$ cat config.mk
export PLATFORM = sky130hd
export DESIGN_NAME = gecko_load_writeback
export DESIGN_NICKNAME = d
export VERILOG_FILES = /design/src/rtl/gecko_load_writeback.sv
export SDC_FILE = /design/constraint.sdc
export NUM_CORES = 1
export LEC_CHECK = 0
export CORE_ASPECT_RATIO = 0.9
export CORE_MARGIN = 2
export CORE_UTILIZATION = 49
export DETAILED_ROUTE_END_ITERATION = 10
export GPL_ROUTABILITY_DRIVEN = 0
export PLACE_DENSITY_LB_ADDON = 0.05
export SETUP_SLACK_MARGIN = 0.4
export SYNTH_ARGS = -nofsm -noshare
export SYNTH_HDL_FRONTEND = slang
export SYNTH_SLANG_ARGS = --single-unit
$ cat constraint.sdc
create_clock -name clk -period 3.22 [get_ports clk]
set_input_delay 0.644 -clock clk [delete_from_list [all_inputs] [get_ports clk]]
set_output_delay 0.644 -clock clk [all_outputs]
set_load 0.005 [all_outputs]
$ cat src/rtl/gecko_load_writeback.sv
// gecko_load_writeback
//   Load-completion stage after gecko execute. Buffers load descriptors issued
//   by execute, pairs each one in order with the data word returned by data
//   memory, then aligns and sign/zero-extends the loaded value. The result is
//   held in an output register toward writeback.
//
//   Handshake rule on every stream: a transfer happens on a rising clock edge
//   where valid and ready are both high. A source holds valid and payload
//   stable until that transfer. A sink may raise or lower ready freely.
//
// Ports
//   clk, rst                      clock; synchronous active-low reset
//   mem_command_valid_i/ready_o   load descriptor stream from execute
//   mem_command_addr_i            destination register (5 bits)
//   mem_command_op_i              load funct3
//   mem_command_offset_i          byte offset inside the word
//   mem_result_valid_i/ready_o    data-memory response, returned in order
//   mem_result_data_i             32-bit response word
//   load_result_valid_o/ready_i   register-write result toward writeback
//   load_result_value_o           extended load value
//   load_result_addr_o            destination register
//   load_result_speculative_o     always 0
//   dbg_occupancy_o               descriptor FIFO occupancy, for observation
module gecko_load_writeback #(
   parameter int COMMAND_DEPTH = 4,
   localparam int PW = $clog2(COMMAND_DEPTH),
   localparam int CW = PW + 1
) (
   input  logic          clk,
   input  logic          rst,
   input  logic          mem_command_valid_i,
   output logic          mem_command_ready_o,
   input  logic [4:0]    mem_command_addr_i,
   input  logic [2:0]    mem_command_op_i,
   input  logic [1:0]    mem_command_offset_i,
   input  logic          mem_result_valid_i,
   output logic          mem_result_ready_o,
   input  logic [31:0]   mem_result_data_i,
   output logic          load_result_valid_o,
   input  logic          load_result_ready_i,
   output logic [31:0]   load_result_value_o,
   output logic [4:0]    load_result_addr_o,
   output logic          load_result_speculative_o,
   output logic [CW-1:0] dbg_occupancy_o
);

   // Descriptor packed as {addr, op, offset}.
   logic [9:0]    fifo_q [COMMAND_DEPTH];
   logic [PW-1:0] wr_ptr_q, wr_ptr_d;
   logic [PW-1:0] rd_ptr_q, rd_ptr_d;
   logic [CW-1:0] count_q, count_d;
   logic          cmd_ready_q, cmd_ready_d;

   logic          out_valid_q;
   logic [31:0]   out_value_q;
   logic [4:0]    out_addr_q;

   logic          cmd_hs;
   logic          res_hs;
   logic [4:0]    head_addr;
   logic [2:0]    head_op;
   logic [1:0]    head_offset;
   logic [7:0]    sel_byte;
   logic [15:0]   sel_half;
   logic [31:0]   ext_value;

   assign {head_addr, head_op, head_offset} = fifo_q[rd_ptr_q];

   // Command ready is registered from next-cycle occupancy, so a full FIFO
   // keeps ready low for the whole cycle even while its head is being popped,
   // and reset reaches the port only through this register.
   assign mem_command_ready_o = cmd_ready_q;
   assign cmd_hs              = mem_command_valid_i && cmd_ready_q;

   // Accept a response only when a descriptor is waiting and the output
   // register is free or being drained this cycle.
   assign mem_result_ready_o = (count_q != '0) && (!out_valid_q || load_result_ready_i);
   assign res_hs             = mem_result_valid_i && mem_result_ready_o;

   always_comb begin
      wr_ptr_d = wr_ptr_q;
      rd_ptr_d = rd_ptr_q;
      count_d  = count_q;
      if (cmd_hs) wr_ptr_d = wr_ptr_q + PW'(1);
      if (res_hs) rd_ptr_d = rd_ptr_q + PW'(1);
      case ({cmd_hs, res_hs})
         2'b10:   count_d = count_q + CW'(1);
         2'b01:   count_d = count_q - CW'(1);
         default: count_d = count_q;
      endcase
      cmd_ready_d = (count_d < CW'(COMMAND_DEPTH));
   end

   always_ff @(posedge clk) begin
      if (!rst) begin
         wr_ptr_q    <= '0;
         rd_ptr_q    <= '0;
         count_q     <= '0;
         cmd_ready_q <= 1'b0;
      end else begin
         wr_ptr_q    <= wr_ptr_d;
         rd_ptr_q    <= rd_ptr_d;
         count_q     <= count_d;
         cmd_ready_q <= cmd_ready_d;
      end
   end

   // Storage needs no reset: occupancy alone decides which entries are live.
   always_ff @(posedge clk) begin
      if (cmd_hs) fifo_q[wr_ptr_q] <= {mem_command_addr_i, mem_command_op_i, mem_command_offset_i};
   end

   always_comb begin
      sel_byte = 8'h00;
      case (head_offset)
         2'd0: sel_byte = mem_result_data_i[7:0];
         2'd1: sel_byte = mem_result_data_i[15:8];
         2'd2: sel_byte = mem_result_data_i[23:16];
         2'd3: sel_byte = mem_result_data_i[31:24];
         default: sel_byte = 8'h00;
      endcase
      // Halfword uses only offset bit 1; bit 0 is ignored.
      sel_half = head_offset[1] ? mem_result_data_i[31:16] : mem_result_data_i[15:0];

      ext_value = 32'h0;
      case (head_op)
         3'b000:  ext_value = {{24{sel_byte[7]}}, sel_byte};
         3'b001:  ext_value = {{16{sel_half[15]}}, sel_half};
         3'b010:  ext_value = mem_result_data_i;
         3'b100:  ext_value = {24'h0, sel_byte};
         3'b101:  ext_value = {16'h0, sel_half};
         default: ext_value = 32'h0;
      endcase
   end

   always_ff @(posedge clk) begin
      if (!rst) begin
         out_valid_q <= 1'b0;
         out_value_q <= 32'h0;
         out_addr_q  <= 5'h0;
      end else if (res_hs) begin
         out_valid_q <= 1'b1;
         out_value_q <= ext_value;
         out_addr_q  <= head_addr;
      end else if (load_result_ready_i) begin
         out_valid_q <= 1'b0;
      end
   end

   assign load_result_valid_o       = out_valid_q;
   assign load_result_value_o       = out_value_q;
   assign load_result_addr_o        = out_addr_q;
   assign load_result_speculative_o = 1'b0;
   assign dbg_occupancy_o           = count_q;

endmodule

==> summary.md <==
| Metric | Value |
|---|---|
| Worst-Skew Late Latency | 350 ps |
| Worst Setup Slack, final | 723 ps |
| Worst min path class | flip-flop to flip-flop |
| Final Hold Vio Count | 0 |
| Most common cell after layout, fill and taps aside | clkdlybuf4s50_1 |
| Inst Count DP | 497 |
| Total grt overflow | 0 |
| Warnings, synthesis | 0 |
| Cts-stage hold buffer count | 0 |
| Gr usage total | 21.2% |
| Post-CTS Resized | 0 |
| Vias in the first global route | 2574 |
| Post-synth cell types | 41 |
| Post-route ant nets | 0 |
| H-tree depth | 3 |
| Layout cells sized above 1 | 9.83% |
| Max-cap violations | 0 |
| CP required | approximately 2600 ps |
| Final Setup Violations | 0 |
| Setup Slack @ Placement | 498 ps |
| # rows | 30 |
| Clk root buf | clkbuf_8 |
| First-pass GRT wire length | 13200 um |
| Clock Tree Buf Depth | 2 |
| Mapped Nets | 374 |
| VDD IR-drop max | 415 uV |
| WHS Path Cells | 1 |
| Clock tree from TritonCTS | done |
| Vias | 2754 |
| Post-synth EDFFs | 40 |
| Post-layout net count | roughly 470 |
| Least-Margin Pin Slew | 839 ps |
| P&R area growth vs syn | 31.9% |
| Mapped Area | 3740 sq um |
| Pre-antenna DRT Iters | 5 |
| Drt wl/cell | 16.6 um |
| Sequential cell area | 2160 sq um |
| Total die area | 8350 sq um |
| Most frequent cells in the layout | 89 x clkdlybuf4s50_1, 48 x dfxtp_1, 46 x nand2_1, 40 x edfxtp_1, 32 x a21oi_1 |
| DR vias/cell | about 5.4 |
| Fillcell total | 617 |
| Yosys reg bits | 88 |
| Status | complete, no violations |
| Initial Utilization | 50.1% |
| Cell Pwr Density | roughly 700 nW/um^2 |
| Post-synth top flop | dfxtp_1 |
| Starting DRT DRC Count | just over 100 |
| Area after DPL | 4710 sq um |
| Routed WL | roughly 8500 um |
| Async set or reset register ratio after synthesis | 0% |
| Clock Sinks | about 90 |
| Die Span X | 96.1 um |
| RSZ-0062 raised after global routing | false |
| Largest net degree at the start of global routing | 34 |
| Pleak | about 1.8 nW |
| Final instance area | 4930 sq um |
| Min Tclk post-route | 2500 ps |
| Num CTS Buffers | 9 |
| Clock transition at path regs | 80 ps |
| Syn_area_per_cell | 11.7 sq um |
| Setup Buffers After CTS | 0 |
| Antenna violations before repair | 0 |
| Area of the multi-input gates | ~1500 sq um |
| Die H | 86.9 um |
| Worst rel slew slack | 43.9% |
| I/O Buffers | 89 |
| Worst R2R Path Depth | 6 |
| Setup TNS | 0 ps |
| Worst-path maximum fanout | 2 |
| I/O pin count | 91 |
| Drt drc | 0 |
| Startpoint types | primary input |
| Worst setup EP type | output port |
| Clock Skew | 12.8 ps |
| Worst EP arrival | between 1500 and 2000 ps |
| HPWL Detailed | just under 6000 um |
| Non-Filler Instances | 513 |
| Register area share after synthesis | 57.8% |
| Fin. max-slew vios | 0 |
| Core ar. | 7470 sq um |
| Final Cycle Share | 77.6% |
| Pwr Total | 3.47 mW |
| Max Clock Freq | 400 MHz |
| ANT cells | 0 |
| Critical path class | primary input to output port |
| Mapped Cells | 321 |
-- layout make-up --
cell class / count / share of cell area (%)
Multi-Input combinational cell: 212 / 29.8
Clock inverter: 6 / 1.85
Clock buffer: 10 / 2.59
Inverter: 6 / 0.457
Timing Repair Buffer: 95 / 19.0
Sequential cell: 88 / 43.8
Tap cell: 96 / 2.44
-- final timing paths --
| path | endpoint | from | slack, ps |
|---|---|---|---|
| hold reg to reg | load_result_value_o[12] | load_result_value_o[12] | 450 |
| hold / removal | load_result_value_o[12] | load_result_value_o[12] | 450 |
| setup reg to reg | load_result_value_o[26] | flip-flop | 790 |
| setup / recovery | mem_result_ready_o | load_result_ready_i | 720 |
-- state kept, by name (all words and copies together) (netlist names), named ones only --
| name | cells |
|---|---|
| dbg_occupancy_o | 3 |
| load_result_value_o | 32 |
| wr_ptr_q | 2 |
| load_result_valid_o | 1 |
| rd_ptr_q | 2 |
| fifo_q | 40 |
| load_result_addr_o | 5 |
| mem_command_ready_o | 1 |
-- power breakdown --
group          switching (mW)  internal, mW
logic                   0.629         0.598
clock network           0.394         0.445
registers              0.0857          1.32
total                    1.11          2.36
-- cell families (layout without fill, tap and decap cells) --
kind of cell | Yosys count | in the layout | synth area share [%]
multiplexers | 26 | 26 | 10.4
XOR/XNOR | 6 | 6 | 1.41
flip-flops | 88 | 88 | 57.8
adder cells (fa/ha/maj) | 6 | 6 | 2.21
buffers and inverters | 21 | 117 | 2.84
other | 1 | 1 | 0.100
AND/OR/NAND/NOR | 90 | 90 | 10.6
AO/OA/AOI/OAI | 83 | 83 | 14.7
-- layer usage --
metal / share of wire [%] / GRT usage, %
met2: 45 / 32.0
met1: 46 / 30.7
met3: 7.8 / 4.68
met5: 0 / 0
met4: 0.92 / 6.23
-- metrics by stage --
step	util (%)	hold slack, ps
after CTS	66.0	458
after global routing	66.0	474
after floorplan	-	448
after global placement	63.1	437
final	66.0	453
after detailed placement	63.1	438
-- cell usage after synthesis, drive strengths merged (6+ instances only) --
master	count	area (sq um)
mux4	10	225
a22oi	7	52.6
a21o	24	180
a21oi	35	186
dfxtp	48	961
mux2i	13	130
edfxtp	40	1200
nor2	26	100
nand2	47	179
clkbuf	8	31.3
o21ai	6	30.0
buf	7	52.5
-- worst max-delay path, cell delays in order --
cell and delay, ps:
clkdlybuf4s50_1 450, nand2b_1 120, and2_1 140, clkdlybuf4s50_1 500
Note: power is estimated with default switching activity, not from simulation.
